[src/rtl/rtc_bus_scheduler_pkg.sv]
// Shared types and constants for the V3023 RTC bus scheduler.
package rtc_pkg;

    typedef enum logic [2:0] {
        ST_IDLE,
        ST_W_START,
        ST_W_WAIT,
        ST_R_START,
        ST_R_WAIT,
        ST_R_NEXT
    } state_t;

    localparam int unsigned SCAN_LEN = 6;

    typedef logic [2:0] scan_idx_t;

    localparam scan_idx_t LAST_IDX = scan_idx_t'(SCAN_LEN - 1);

    // Time register addresses read by a refresh scan, in shadow-bank order:
    // seg, min, hora, dia, mes, anio.
    function automatic logic [7:0] scan_addr(input scan_idx_t idx);
        case (idx)
            3'd0:    scan_addr = 8'h21;
            3'd1:    scan_addr = 8'h22;
            3'd2:    scan_addr = 8'h23;
            3'd3:    scan_addr = 8'h24;
            3'd4:    scan_addr = 8'h25;
            3'd5:    scan_addr = 8'h26;
            default: scan_addr = 8'h21;
        endcase
    endfunction

endpackage

[src/rtl/rtc_bus_scheduler_if.sv]
// Handshake between the scheduler and the V3023 bus-cycle engine.
interface rtc_bus_scheduler_if;

    logic       eng_start;
    logic       eng_is_write;
    logic [7:0] eng_addr;
    logic [7:0] eng_wdata;
    logic       eng_done;
    logic [7:0] eng_rdata;
    logic       eng_abort;

    modport master (
        output eng_start,
        output eng_is_write,
        output eng_addr,
        output eng_wdata,
        output eng_abort,
        input  eng_done,
        input  eng_rdata
    );

    modport slave (
        input  eng_start,
        input  eng_is_write,
        input  eng_addr,
        input  eng_wdata,
        input  eng_abort,
        output eng_done,
        output eng_rdata
    );

endinterface

[src/rtl/rtc_bus_scheduler_timeout_cnt.sv]
// Engine watchdog: counts WAIT cycles and flags when the limit is reached.
module rtc_timeout_cnt #(
    parameter logic [7:0] TIMEOUT = 8'd255
) (
    input  logic Clock_in,
    input  logic Reset,
    input  logic clr,
    input  logic en,
    output logic at_limit
);

    logic [7:0] cnt_q;
    logic [7:0] cnt_d;

    // Next count: clear wins over increment.
    always_comb begin
        cnt_d = cnt_q;
        if (clr) begin
            cnt_d = '0;
        end else if (en) begin
            cnt_d = cnt_q + 8'd1;
        end
    end

    // Count register.
    always_ff @(posedge Clock_in) begin
        if (Reset) begin
            cnt_q <= '0;
        end else begin
            cnt_q <= cnt_d;
        end
    end

    assign at_limit = (cnt_q == TIMEOUT);

endmodule

[src/rtl/rtc_bus_scheduler.sv]
// Shares the V3023 bus-cycle engine between host writes and periodic
// time-register refresh scans, keeping a shadow copy of the time registers.
module rtc_bus_scheduler
    import rtc_pkg::*;
#(
    parameter logic [7:0] TIMEOUT = 8'd255
) (
    input  logic                       Clock_in,
    input  logic                       Reset,
    input  logic                       refresh_tick,
    input  logic                       wr_req,
    input  logic [7:0]                 wr_addr,
    input  logic [7:0]                 wr_data,
    output logic                       wr_ack,
    rtc_bus_scheduler_if.master        eng,
    output logic [7:0]                 seg,
    output logic [7:0]                 min,
    output logic [7:0]                 hora,
    output logic [7:0]                 dia,
    output logic [7:0]                 mes,
    output logic [7:0]                 anio,
    output logic                       upd_valid,
    output logic                       err
);

    state_t     state_q,          state_d;
    scan_idx_t  idx_q,            idx_d;
    logic       refresh_pend_q,   refresh_pend_d;
    logic       last_was_write_q, last_was_write_d;
    logic       eng_is_write_q,   eng_is_write_d;
    logic [7:0] eng_addr_q,       eng_addr_d;
    logic [7:0] eng_wdata_q,      eng_wdata_d;
    logic       wr_ack_q,         wr_ack_d;
    logic       eng_abort_q,      eng_abort_d;
    logic       err_q,            err_d;
    logic       upd_valid_q,      upd_valid_d;
    logic [7:0] shadow_q [SCAN_LEN];
    logic [7:0] shadow_d [SCAN_LEN];

    logic cnt_clr;
    logic cnt_en;
    logic at_limit;
    logic grant_rd;

    rtc_timeout_cnt #(
        .TIMEOUT (TIMEOUT)
    ) u_timeout (
        .Clock_in (Clock_in),
        .Reset    (Reset),
        .clr      (cnt_clr),
        .en       (cnt_en),
        .at_limit (at_limit)
    );

    // Arbitration, transaction sequencing and output pulse generation.
    always_comb begin
        state_d          = state_q;
        idx_d            = idx_q;
        refresh_pend_d   = refresh_pend_q | refresh_tick;
        last_was_write_d = last_was_write_q;
        eng_is_write_d   = eng_is_write_q;
        eng_addr_d       = eng_addr_q;
        eng_wdata_d      = eng_wdata_q;
        wr_ack_d         = 1'b0;
        eng_abort_d      = 1'b0;
        err_d            = 1'b0;
        upd_valid_d      = 1'b0;
        shadow_d         = shadow_q;
        cnt_clr          = 1'b0;
        cnt_en           = 1'b0;
        grant_rd         = 1'b0;

        unique case (state_q)
            ST_IDLE: begin
                // Alternate when both are waiting; otherwise serve whichever is present.
                grant_rd = refresh_pend_q && (!wr_req || last_was_write_q);
                if (grant_rd) begin
                    state_d          = ST_R_START;
                    idx_d            = '0;
                    refresh_pend_d   = refresh_tick;
                    last_was_write_d = 1'b0;
                    eng_is_write_d   = 1'b0;
                    eng_addr_d       = scan_addr('0);
                end else if (wr_req) begin
                    state_d          = ST_W_START;
                    last_was_write_d = 1'b1;
                    eng_is_write_d   = 1'b1;
                    eng_addr_d       = wr_addr;
                    eng_wdata_d      = wr_data;
                end
            end

            ST_W_START: begin
                cnt_clr = 1'b1;
                state_d = ST_W_WAIT;
            end

            ST_W_WAIT: begin
                cnt_en = 1'b1;
                if (eng.eng_done) begin
                    wr_ack_d = 1'b1;
                    state_d  = ST_IDLE;
                end else if (at_limit) begin
                    wr_ack_d    = 1'b1;
                    eng_abort_d = 1'b1;
                    err_d       = 1'b1;
                    state_d     = ST_IDLE;
                end
            end

            ST_R_START: begin
                cnt_clr = 1'b1;
                state_d = ST_R_WAIT;
            end

            ST_R_WAIT: begin
                cnt_en = 1'b1;
                if (eng.eng_done) begin
                    if (idx_q <= LAST_IDX) begin
                        shadow_d[idx_q] = eng.eng_rdata;
                    end
                    state_d = ST_R_NEXT;
                end else if (at_limit) begin
                    // Scan is dropped; already-updated shadows keep their new values.
                    eng_abort_d = 1'b1;
                    err_d       = 1'b1;
                    idx_d       = '0;
                    state_d     = ST_IDLE;
                end
            end

            ST_R_NEXT: begin
                if (idx_q == LAST_IDX) begin
                    upd_valid_d = 1'b1;
                    idx_d       = '0;
                    state_d     = ST_IDLE;
                end else begin
                    idx_d          = idx_q + 3'd1;
                    eng_is_write_d = 1'b0;
                    eng_addr_d     = scan_addr(idx_q + 3'd1);
                    state_d        = ST_R_START;
                end
            end

            default: begin
                state_d = ST_IDLE;
            end
        endcase
    end

    // State and datapath registers; reset clears everything without aborting the engine.
    always_ff @(posedge Clock_in) begin
        if (Reset) begin
            state_q          <= ST_IDLE;
            idx_q            <= '0;
            refresh_pend_q   <= 1'b0;
            last_was_write_q <= 1'b0;
            eng_is_write_q   <= 1'b0;
            eng_addr_q       <= '0;
            eng_wdata_q      <= '0;
            wr_ack_q         <= 1'b0;
            eng_abort_q      <= 1'b0;
            err_q            <= 1'b0;
            upd_valid_q      <= 1'b0;
            shadow_q         <= '{default: '0};
        end else begin
            state_q          <= state_d;
            idx_q            <= idx_d;
            refresh_pend_q   <= refresh_pend_d;
            last_was_write_q <= last_was_write_d;
            eng_is_write_q   <= eng_is_write_d;
            eng_addr_q       <= eng_addr_d;
            eng_wdata_q      <= eng_wdata_d;
            wr_ack_q         <= wr_ack_d;
            eng_abort_q      <= eng_abort_d;
            err_q            <= err_d;
            upd_valid_q      <= upd_valid_d;
            shadow_q         <= shadow_d;
        end
    end

    assign eng.eng_start    = (state_q == ST_W_START) || (state_q == ST_R_START);
    assign eng.eng_is_write = eng_is_write_q;
    assign eng.eng_addr     = eng_addr_q;
    assign eng.eng_wdata    = eng_wdata_q;
    assign eng.eng_abort    = eng_abort_q;

    assign wr_ack    = wr_ack_q;
    assign err       = err_q;
    assign upd_valid = upd_valid_q;
    assign seg       = shadow_q[0];
    assign min       = shadow_q[1];
    assign hora      = shadow_q[2];
    assign dia       = shadow_q[3];
    assign mes       = shadow_q[4];
    assign anio      = shadow_q[5];

endmodule

[src/flat_wrapper.sv]
// flat-port wrapper written by rule: the top's interface ports become plain ports
module rtc_bus_scheduler_flat import rtc_pkg::*;
#(
    parameter logic [7:0] TIMEOUT = 8'd255
)
  (Clock_in, Reset, refresh_tick, wr_req, wr_addr, wr_data, wr_ack, seg, min, hora, dia, mes, anio, upd_valid, err, eng_eng_start, eng_eng_is_write, eng_eng_addr, eng_eng_wdata, eng_eng_abort, eng_eng_done, eng_eng_rdata);
  rtc_bus_scheduler_if eng_i ();
  input  logic Clock_in;
  input  logic Reset;
  input  logic refresh_tick;
  input  logic wr_req;
  input  logic [7:0] wr_addr;
  input  logic [7:0] wr_data;
  output logic wr_ack;
  output logic [7:0] seg;
  output logic [7:0] min;
  output logic [7:0] hora;
  output logic [7:0] dia;
  output logic [7:0] mes;
  output logic [7:0] anio;
  output logic upd_valid;
  output logic err;
  output wire logic [$bits(eng_i.eng_start)-1:0] eng_eng_start;
  output wire logic [$bits(eng_i.eng_is_write)-1:0] eng_eng_is_write;
  output wire logic [$bits(eng_i.eng_addr)-1:0] eng_eng_addr;
  output wire logic [$bits(eng_i.eng_wdata)-1:0] eng_eng_wdata;
  output wire logic [$bits(eng_i.eng_abort)-1:0] eng_eng_abort;
  input wire logic [$bits(eng_i.eng_done)-1:0] eng_eng_done;
  input wire logic [$bits(eng_i.eng_rdata)-1:0] eng_eng_rdata;
  assign eng_eng_start = eng_i.eng_start;
  assign eng_eng_is_write = eng_i.eng_is_write;
  assign eng_eng_addr = eng_i.eng_addr;
  assign eng_eng_wdata = eng_i.eng_wdata;
  assign eng_eng_abort = eng_i.eng_abort;
  assign eng_i.eng_done = eng_eng_done;
  assign eng_i.eng_rdata = eng_eng_rdata;
  rtc_bus_scheduler #(.TIMEOUT(TIMEOUT)) u_core (.Clock_in(Clock_in), .Reset(Reset), .refresh_tick(refresh_tick), .wr_req(wr_req), .wr_addr(wr_addr), .wr_data(wr_data), .wr_ack(wr_ack), .eng(eng_i), .seg(seg), .min(min), .hora(hora), .dia(dia), .mes(mes), .anio(anio), .upd_valid(upd_valid), .err(err));
endmodule
[config.mk]
export PLATFORM = sky130hd
export DESIGN_NAME = rtc_bus_scheduler_flat
export DESIGN_NICKNAME = d
export VERILOG_FILES = /design/src/rtl/rtc_bus_scheduler_pkg.sv /design/src/rtl/rtc_bus_scheduler_if.sv /design/src/rtl/rtc_bus_scheduler_timeout_cnt.sv /design/src/rtl/rtc_bus_scheduler.sv /design/src/flat_wrapper.sv
export SDC_FILE = /design/constraint.sdc
export NUM_CORES = 1
export LEC_CHECK = 0
export BUFFER_PORTS_ARGS = -buffer_cell sky130_fd_sc_hd__buf_2
export CORE_MARGIN = 5
export CORE_UTILIZATION = 53
export CTS_BUF_LIST = sky130_fd_sc_hd__clkbuf_8
export CTS_CLUSTER_SIZE = 30
export DETAILED_ROUTE_END_ITERATION = 10
export PLACE_DENSITY = 0.81
export SYNTH_ARGS = -nofsm -noshare
export SYNTH_HDL_FRONTEND = slang
export SYNTH_SLANG_ARGS = --single-unit
[constraint.sdc]
create_clock -name Clock_in -period 2 [get_ports Clock_in]
set_clock_uncertainty 0.15 [all_clocks]
set_input_delay 0.4 -clock Clock_in [delete_from_list [all_inputs] [get_ports Clock_in]]
set_output_delay 0.4 -clock Clock_in [all_outputs]
set_load 0.02 [all_outputs]
Word-level counts from Yosys, hierarchy flattened
Index checks and enable logic that the tools add are counted.

$add $sub $neg: 2. $lt $le $gt $ge: 3. Equality and inequality tests: 17. Multiplexer cells: 31. Bitwise logic cells: 6. Reductions and logical operators: 20.

Operators with widths (number): $bwmux 48 (1); $mux 8 (4); $mux 3 (9); $demux 8 s3 (1); $pmux 3 s6 (1); $pmux 8 s2 (1); $eq 3x3->1 const B (5); $pmux 3 s5 (1); $eq 3x2->1 const B (4); $mux 1 (10); $reduce_or 2->1 (5); $pmux 3 s3 (1); $reduce_and 3->1 (3); $add 8x1->8 const B (1); $eq 8x8->1 const B (1); $eq 3x1->1 const B (2); $ge 4x4->1 const B (1); $lt 4x1->1 const B (1); $ne 2x1->1 const B (2); $ne 2x2->1 const B (2); $not 1->1 (4); $not 3->4 (1); $reduce_and 4->1 (1); $reduce_bool 2->1 (2); 13 further kinds (15).

Bits in registers: 84. Logic and storage cells: 96.

Longest topological paths before layout
Gate-level depths: netlist of run 1.

Depth in word-level cells: 6. Mapped depth: 7.

By module
A second synthesis of run 1 with hierarchy kept.

Cell total of the unflattened synthesis: 348. Area total of the unflattened synthesis: 3324.4 um^2.

By module, submodules not included: rtc_bus_scheduler (instances 1, cells an instance 308, area each 2970.3 um^2); rtc_timeout_cnt (instances 1, cells an instance 40, area each 354.1 um^2).

Worst setup path before layout of run 1
No wires, ideal clock.

Path kind: register to register. From: register u_core.state_q[0]. To: register u_core.shadow_q (netlist bit u_core.mes[0]). Data arrival time: 1488 ps. Slack: 234 ps. Stages on the path, launching flop included: 8. Buffers on the path: 3. Period minus slack after synthesis: 1766 ps. Cells stage by stage: dfxtp_1 -> buf_6 -> nand4bb_4 -> buf_6 -> or4_1 -> buf_2 -> mux2i_1 -> nor2_1.

Cells in the longest elaborated chain, start to end: 2.

RTL lines: start: declaration (RTL line rtc_bus_scheduler.sv:26) `state_t state_q, state_d;`; start signal: assignment (RTL line rtc_bus_scheduler.sv:167) `state_q <= state_d;`; $eq 3x3->1 (RTL line rtc_bus_scheduler.sv:73) `unique case (state_q)`; $reduce_and 3->1 (no line); end signal: assignment (RTL line rtc_bus_scheduler.sv:178) `shadow_q <= shadow_d;`; end: declaration (RTL line rtc_bus_scheduler.sv:37) `logic [7:0] shadow_q [SCAN_LEN];`.

Every way passes these cells. A chain may end at the register's enable or synchronous reset.

Final worst setup path of run 1
From: register u_core.state_q[0]. To: output eng_eng_start.

Cells in the longest elaborated chain, start to end: 2. Elaborated cells on any way between the ends: 3. Those cells by class: eq/ne: 2; reduce/logical: 1.

RTL lines: $eq 3x1->1 / $eq 3x2->1 (equally long branches) (RTL line rtc_bus_scheduler.sv:182) `assign eng.eng_start = (state_q == ST_W_START) || (state_q == ST_R_START);`; $logic_or 1x1->1 * (RTL line rtc_bus_scheduler.sv:182); end: declaration (RTL line flat_wrapper.sv:23) `output wire logic [$bits(eng_i.eng_start)-1:0] eng_eng_start;`.

Mark *: on every way between the ends. The rest lies on a longest branch, timed or not.

==> results of run 1 <==
cell type report:
class | instances | share of cell area
clock buffers | 10 | 0.03275
repair buffers | 114 | 0.1483
clock inverters | 6 | 0.02084
flip-flops and latches | 84 | 0.4004
inverters | 4 | 0.003572
multi-input cells | 239 | 0.3712
well taps | 77 | 0.02292
worst max-delay path by stage:
| stage | end | slack [ns] | cells past startpoint |
|---|---|---|---|
| final | eng_eng_start | 0.08 | 4 |
| after global routing | eng_eng_start | 0.01 | 4 |
| after CTS | eng_eng_start | 0.05 | 4 |
| after detailed placement | u_core.mes[3] | 0.12 | 6 |
| after global placement | u_core.mes[4] | 0.15 | 6 |
| after floorplan | u_core.mes[0] | 0.23 | 7 |
sequential cells by signal (all words and copies together) (netlist names):
name,flops
u_core.eng.eng_wdata,8
u_core.upd_valid,1
u_core.u_timeout.cnt_q,8
u_core.eng.eng_addr,8
u_core.idx_q,3
u_core.dia,8
u_core.hora,8
u_core.last_was_write_q,1
u_core.refresh_pend_q,1
u_core.min,8
u_core.eng.eng_abort,1
u_core.state_q,3
u_core.eng.eng_is_write,1
u_core.anio,8
u_core.mes,8
u_core.wr_ack,1
u_core.seg,8
stage by stage:
step	cell area, µm²	utilization	instances	worst slack (ns)
after floorplan	3368	-	353	0.2342
after global placement	3974	0.6330	518	0.1547
after detailed placement	3974	0.6330	518	0.1171
after CTS	4200	0.6691	534	0.04599
after global routing	4203	0.6695	534	0.01184
final	4203	0.6695	534	0.08336
power groups by stage:
| stage | Sequential, W | Clock, W | Combinational, W |
|---|---|---|---|
| 6_report | 0.00179 | 0.00134 | 0.000542 |
| 3_3_place_gp | 0.00182 | 0 | 0.000533 |
| 3_5_place_dp | 0.00183 | 0 | 0.000542 |
| 4_1_cts | 0.00179 | 0.00137 | 0.000543 |
| 5_1_grt | 0.00180 | 0.00145 | 0.000603 |
| 2_1_floorplan | 0.00188 | 0 | 0.000306 |
timing repair:
action | CTS | global route
setup endpoints to repair | 1 | 1
resized for setup | 1 | 1
hold buffers | 0 | 0
routing by layer:
| layer | part of all wire | vias up |
|---|---|---|
| met5 | 0 | - |
| met4 | 0.015 | 0 |
| met3 | 0.076 | 12 |
| met2 | 0.48 | 88 |
| met1 | 0.43 | 1295 |
| li1 | - | 1406 |
cells in the mapped netlist (5+ instances only):
cell type,n
a21oi_1,16
buf_2,9
clkbuf_1,13
dfxtp_1,84
mux2i_1,48
nand2_1,24
nand3_1,6
nor2_1,72
nor3_1,5
nor4_1,5
xnor2_1,8
critical path: stages, from the launching register on:
cell     delay, ns
dfxtp_2       0.39
buf_4         0.20
inv_1         0.09
nor2_2        0.15
buf_2         0.18
kinds of logic after synthesis:
| logic type | count (synthesis) | share of synthesized area |
|---|---|---|
| simple gates | 139 | 0.2017 |
| flops | 84 | 0.4993 |
| mux | 48 | 0.1426 |
| compound gates | 42 | 0.08469 |
| buf+inv | 30 | 0.04346 |
| xor+xnor | 8 | 0.02080 |
| fa+ha+maj | 2 | 0.007428 |
==> results_dict.tcl, run 1 <==
set metrics [dict create \
    min_path_cells 3 \
    finalHoldViolCount 0 \
    io_buffer_count 98 \
    htreeDepth 3 \
    grt.met2_usage 0.3226 \
    holdWs_ns 0.1101 \
    avgRoutedWirePerCell_um 14.73 \
    yosys-top-cells-area "dfxtp_1 50%, mux2i_1 14%, nor2_1 8.0%" \
    die_area_um2 8050 \
    grt_pass1_vias 2783 \
    min-delay-start "refresh_tick" \
    setup_viol 0 \
    p_leak_nw 1.892 \
    die_x_um 89.72 \
    worstMarginPinSlew_ns 0.5939 \
    setup_tns_ns 0 \
    grtUsageMet3 0.06511 \
    grt_usage 0.1951 \
    p_total_w 0.003680 \
    cts_setup_buffers 0 \
    run_status "finished clean" \
    critical_path.startpoint "u_core.state_q[0]" \
    pwr-share-clk 0.365 \
    cts_buffers 9 \
    min_path_type "in -> reg" \
    cts_tree "built" \
    layout_common_cells "98 x buf_2, 83 x dfxtp_1, 71 x nor2_1" \
    dp_hpwl_um 5712 \
    synthDistinctLibCells 45 \
    regArea_um2 1683 \
    fillers 507 \
    worstReg2RegEnd "u_core.anio[1]" \
    diodes 0 \
    p_int_w 0.002690 \
    critPathKind "reg -> out" \
    rows 29 \
    relSlewSlack 0.6012 \
    core_area_um2 6277 \
    drt_wl_total_um 7865 \
    layout-drive-gt1-share 0.3042 \
    grtUsageMet1 0.2311 \
    drc 0 \
    ir_worst_vdd_mv 0.4968 \
    synth.avg_cell_area_um2 9.542 \
    synth-edff-count 0 \
    start_util 0.5366 \
    hold_path_end "u_core.refresh_pend_q" \
    crit_fanout 13 \
    rsz0062_at_grt "false" \
    gp_congestion 0.8240 \
    critPathRequiredTime_ns 1.45 \
    post-route-period-util 0.9583 \
    cp.arrival_ns 1.37 \
    ios 99 \
    reg2reg_slack_ns 0.18 \
    ys_seq_area_frac 0.4993 \
    dr.pass1.iters 4 \
    seqPwrFrac 0.487 \
    synth_fp_nets 384 \
    power_density_nw_per_um2 875.6 \
    ys_warn_count 0 \
    combPwrFrac 0.147 \
    synth_largest_area_cell "dfxtp_1" \
    ant_nets 0 \
    grt_max_degree 43 \
    cts_sinks 84 \
    timing.max_cap.violations 0 \
    multi_input_comb_area_um2 1560 \
    clockBufferDepth 2 \
    die_h_um 89.72 \
    drt-initial-drc-count 118 \
    insertion_delay_ns 0.34 \
    netlist.area_leader.share 0.4993 \
    power.switching_w 0.0009899 \
    nets 483 \
    synth_seq_cells 84 \
    async_reset_ff_frac 0 \
    grt_pass1_wl_um 13180 \
    area_growth_pct 24.78 \
    antenna_found_initial 0 \
    end_kind "primary output" \
    drv_slew 0 \
    worstSetupStartpointType "flop" \
    netSwitchingFraction 0.2690 \
    clkTransAtPathRegs_ns 0.08 \
    r2r_cells 4 \
    final_common_cell "buf_2" \
    via_per_inst 5.245 \
    cts-root-buf "clkbuf_8" \
    vias 2801 \
    timing.rr.start "u_core.state_q[1]" \
    overflow 0 \
    period_needed_ns 1.917 \
    fmaxAchievable_mhz 521.7 \
    netlist_instances 353 \
    top_usage_layer "met2" \
    synthesis.area_um2 3368 \
    synthFlopType "dfxtp_1" \
]
No activity file was read; power rests on OpenSTA's default activity.
==> run 2, diff against run 1 <==
--- a/config.mk
+++ b/config.mk
@@ -12,6 +12,7 @@
 export CTS_CLUSTER_SIZE = 30
 export DETAILED_ROUTE_END_ITERATION = 10
 export PLACE_DENSITY = 0.81
+export SKIP_CTS_REPAIR_TIMING = 1
 export SYNTH_ARGS = -nofsm -noshare
 export SYNTH_HDL_FRONTEND = slang
 export SYNTH_SLANG_ARGS = --single-unit
==> constraint.sdc (replaced) <==
create_clock -name Clock_in -period 2 [get_ports Clock_in]
set_clock_uncertainty 0.15 [all_clocks]
set_input_delay 0.4 -clock Clock_in [delete_from_list [all_inputs] [get_ports Clock_in]]
set_output_delay 0.4 -clock Clock_in [all_outputs]
set_load 0.05 [all_outputs]
==> results_dict.tcl, run 2 (synthesized netlist as in run 1, its figures left out) <==
set metrics [dict create \
    ant_nets 0 \
    cts_sinks 84 \
    critPathRequiredTime_ns 1.45 \
    layout_common_cells "97 x buf_2, 83 x dfxtp_1, 71 x nor2_1" \
    min_path_type "in -> reg" \
    critPathKind "reg -> out" \
    period_needed_ns 1.946 \
    layout-drive-gt1-share 0.3033 \
    start_util 0.5366 \
    cp.arrival_ns 1.40 \
    worstSetupStartpointType "flop" \
    dp_hpwl_um 5513 \
    antenna_found_initial 0 \
    insertion_delay_ns 0.35 \
    via_per_inst 5.256 \
    finalHoldViolCount 0 \
    drc 0 \
    drt-initial-drc-count 108 \
    cts_buffers 9 \
    setup_viol 0 \
    layout.cells.non_filler 532 \
    power_density_nw_per_um2 872.5 \
    drt_wl_total_um 7523 \
    die_h_um 89.72 \
    clockBufferDepth 2 \
    worstMarginPinSlew_ns 0.5854 \
    setup_tns_ns 0 \
    diodes 0 \
    crit_fanout 13 \
    grt_pass1_wl_um 12450 \
    grt_usage 0.1832 \
    cts-root-buf "clkbuf_8" \
    htreeDepth 3 \
    multi_input_comb_area_um2 1560 \
    timing.max_cap.violations 0 \
    setup_slack_ns 0.05435 \
    drv_slew 0 \
    post-route-period-util 0.9728 \
    rows 29 \
    relSlewSlack 0.6069 \
    dr.pass1.iters 4 \
    p_total_w 0.003633 \
    ios 99 \
    grt_max_degree 51 \
    die_area_um2 8050 \
    overflow 0 \
    fin_util 0.6633 \
    vias 2796 \
    rsz0062_at_grt "false" \
    avgRoutedWirePerCell_um 14.14 \
    run_status "finished clean" \
    die_x_um 89.72 \
    nets 481 \
    end_kind "primary output" \
    grt_pass1_vias 2637 \
    dp_slack_ns 0.09658 \
    io_buffer_count 98 \
    regArea_um2 1683 \
    clkTransAtPathRegs_ns 0.09 \
    gp_congestion 0.8044 \
    p_leak_nw 1.875 \
    fmaxAchievable_mhz 514.0 \
    area_growth_pct 23.63 \
    cts_tree "built" \
    placedCellCount 516 \
    ir_worst_vdd_mv 0.5718 \
    final_common_cell "buf_2" \
    fillers 526 \
    core_area_um2 6277 \
]
[run 2: cell count changes in the layout (fill, tap and decap cells not counted), moves of 2 or more]
cell | previous run | this run
clkinvlp_4 | 2 | 0
bufinv_16 | 2 | 0
buf_4 | 15 | 12
inv_8 | 0 | 4
[run 2: worst max-delay path, cell delays in order (launching register included)]
cell,delay (ns)
dfxtp_2,0.39
buf_6,0.16
inv_1,0.09
nor2_2,0.15
clkbuf_4,0.25
[run 2: worst paths after layout]
path,cells past startpoint,to,slack (ns),start
min,3,u_core.refresh_pend_q,0.11,refresh_tick
max reg2reg,5,u_core.mes[5],0.15,u_core.state_q[1]
max,4,eng_eng_start,0.05,u_core.state_q[0]
min reg2reg,2,u_core.eng.eng_wdata[5],0.31,u_core.eng.eng_wdata[5]
[run 2: routing by layer]
metal / global-route usage / vias up / wire length (µm) / part of all wire
li1: - / 1414 / - / -
met1: 0.2274 / 1284 / 3279 / 0.44
met2: 0.2878 / 87 / 3455 / 0.46
met3: 0.07012 / 11 / 695 / 0.092
met4: 0.06801 / 0 / 92 / 0.012
met5: 0 / - / 0 / 0
[run 2: per-stage QoR]
step	instance area (µm²)	hold WS, ns
2_1_floorplan	3371	0.3123
3_3_place_gp	3961	0.2890
3_5_place_dp	3961	0.2965
4_1_cts	4156	0.09304
5_1_grt	4164	0.1060
6_report	4164	0.1075
[run 2: power breakdown]
group | switching (W) | internal [W] | leakage, nW
Clock | 0.000680 | 0.000497 | 0.102
Sequential | 0.0000512 | 0.00174 | 0.681
Combinational | 0.000454 | 0.000209 | 1.09
Total | 0.00118 | 0.00245 | 1.87
[run 2: final cells by class]
class	count	area share
inverters	4	0.003606
well taps	77	0.02314
clock buffers	9	0.02975
multi-input cells	239	0.3747
clock inverters	7	0.01713
repair buffers	112	0.1475
flip-flops and latches	84	0.4041
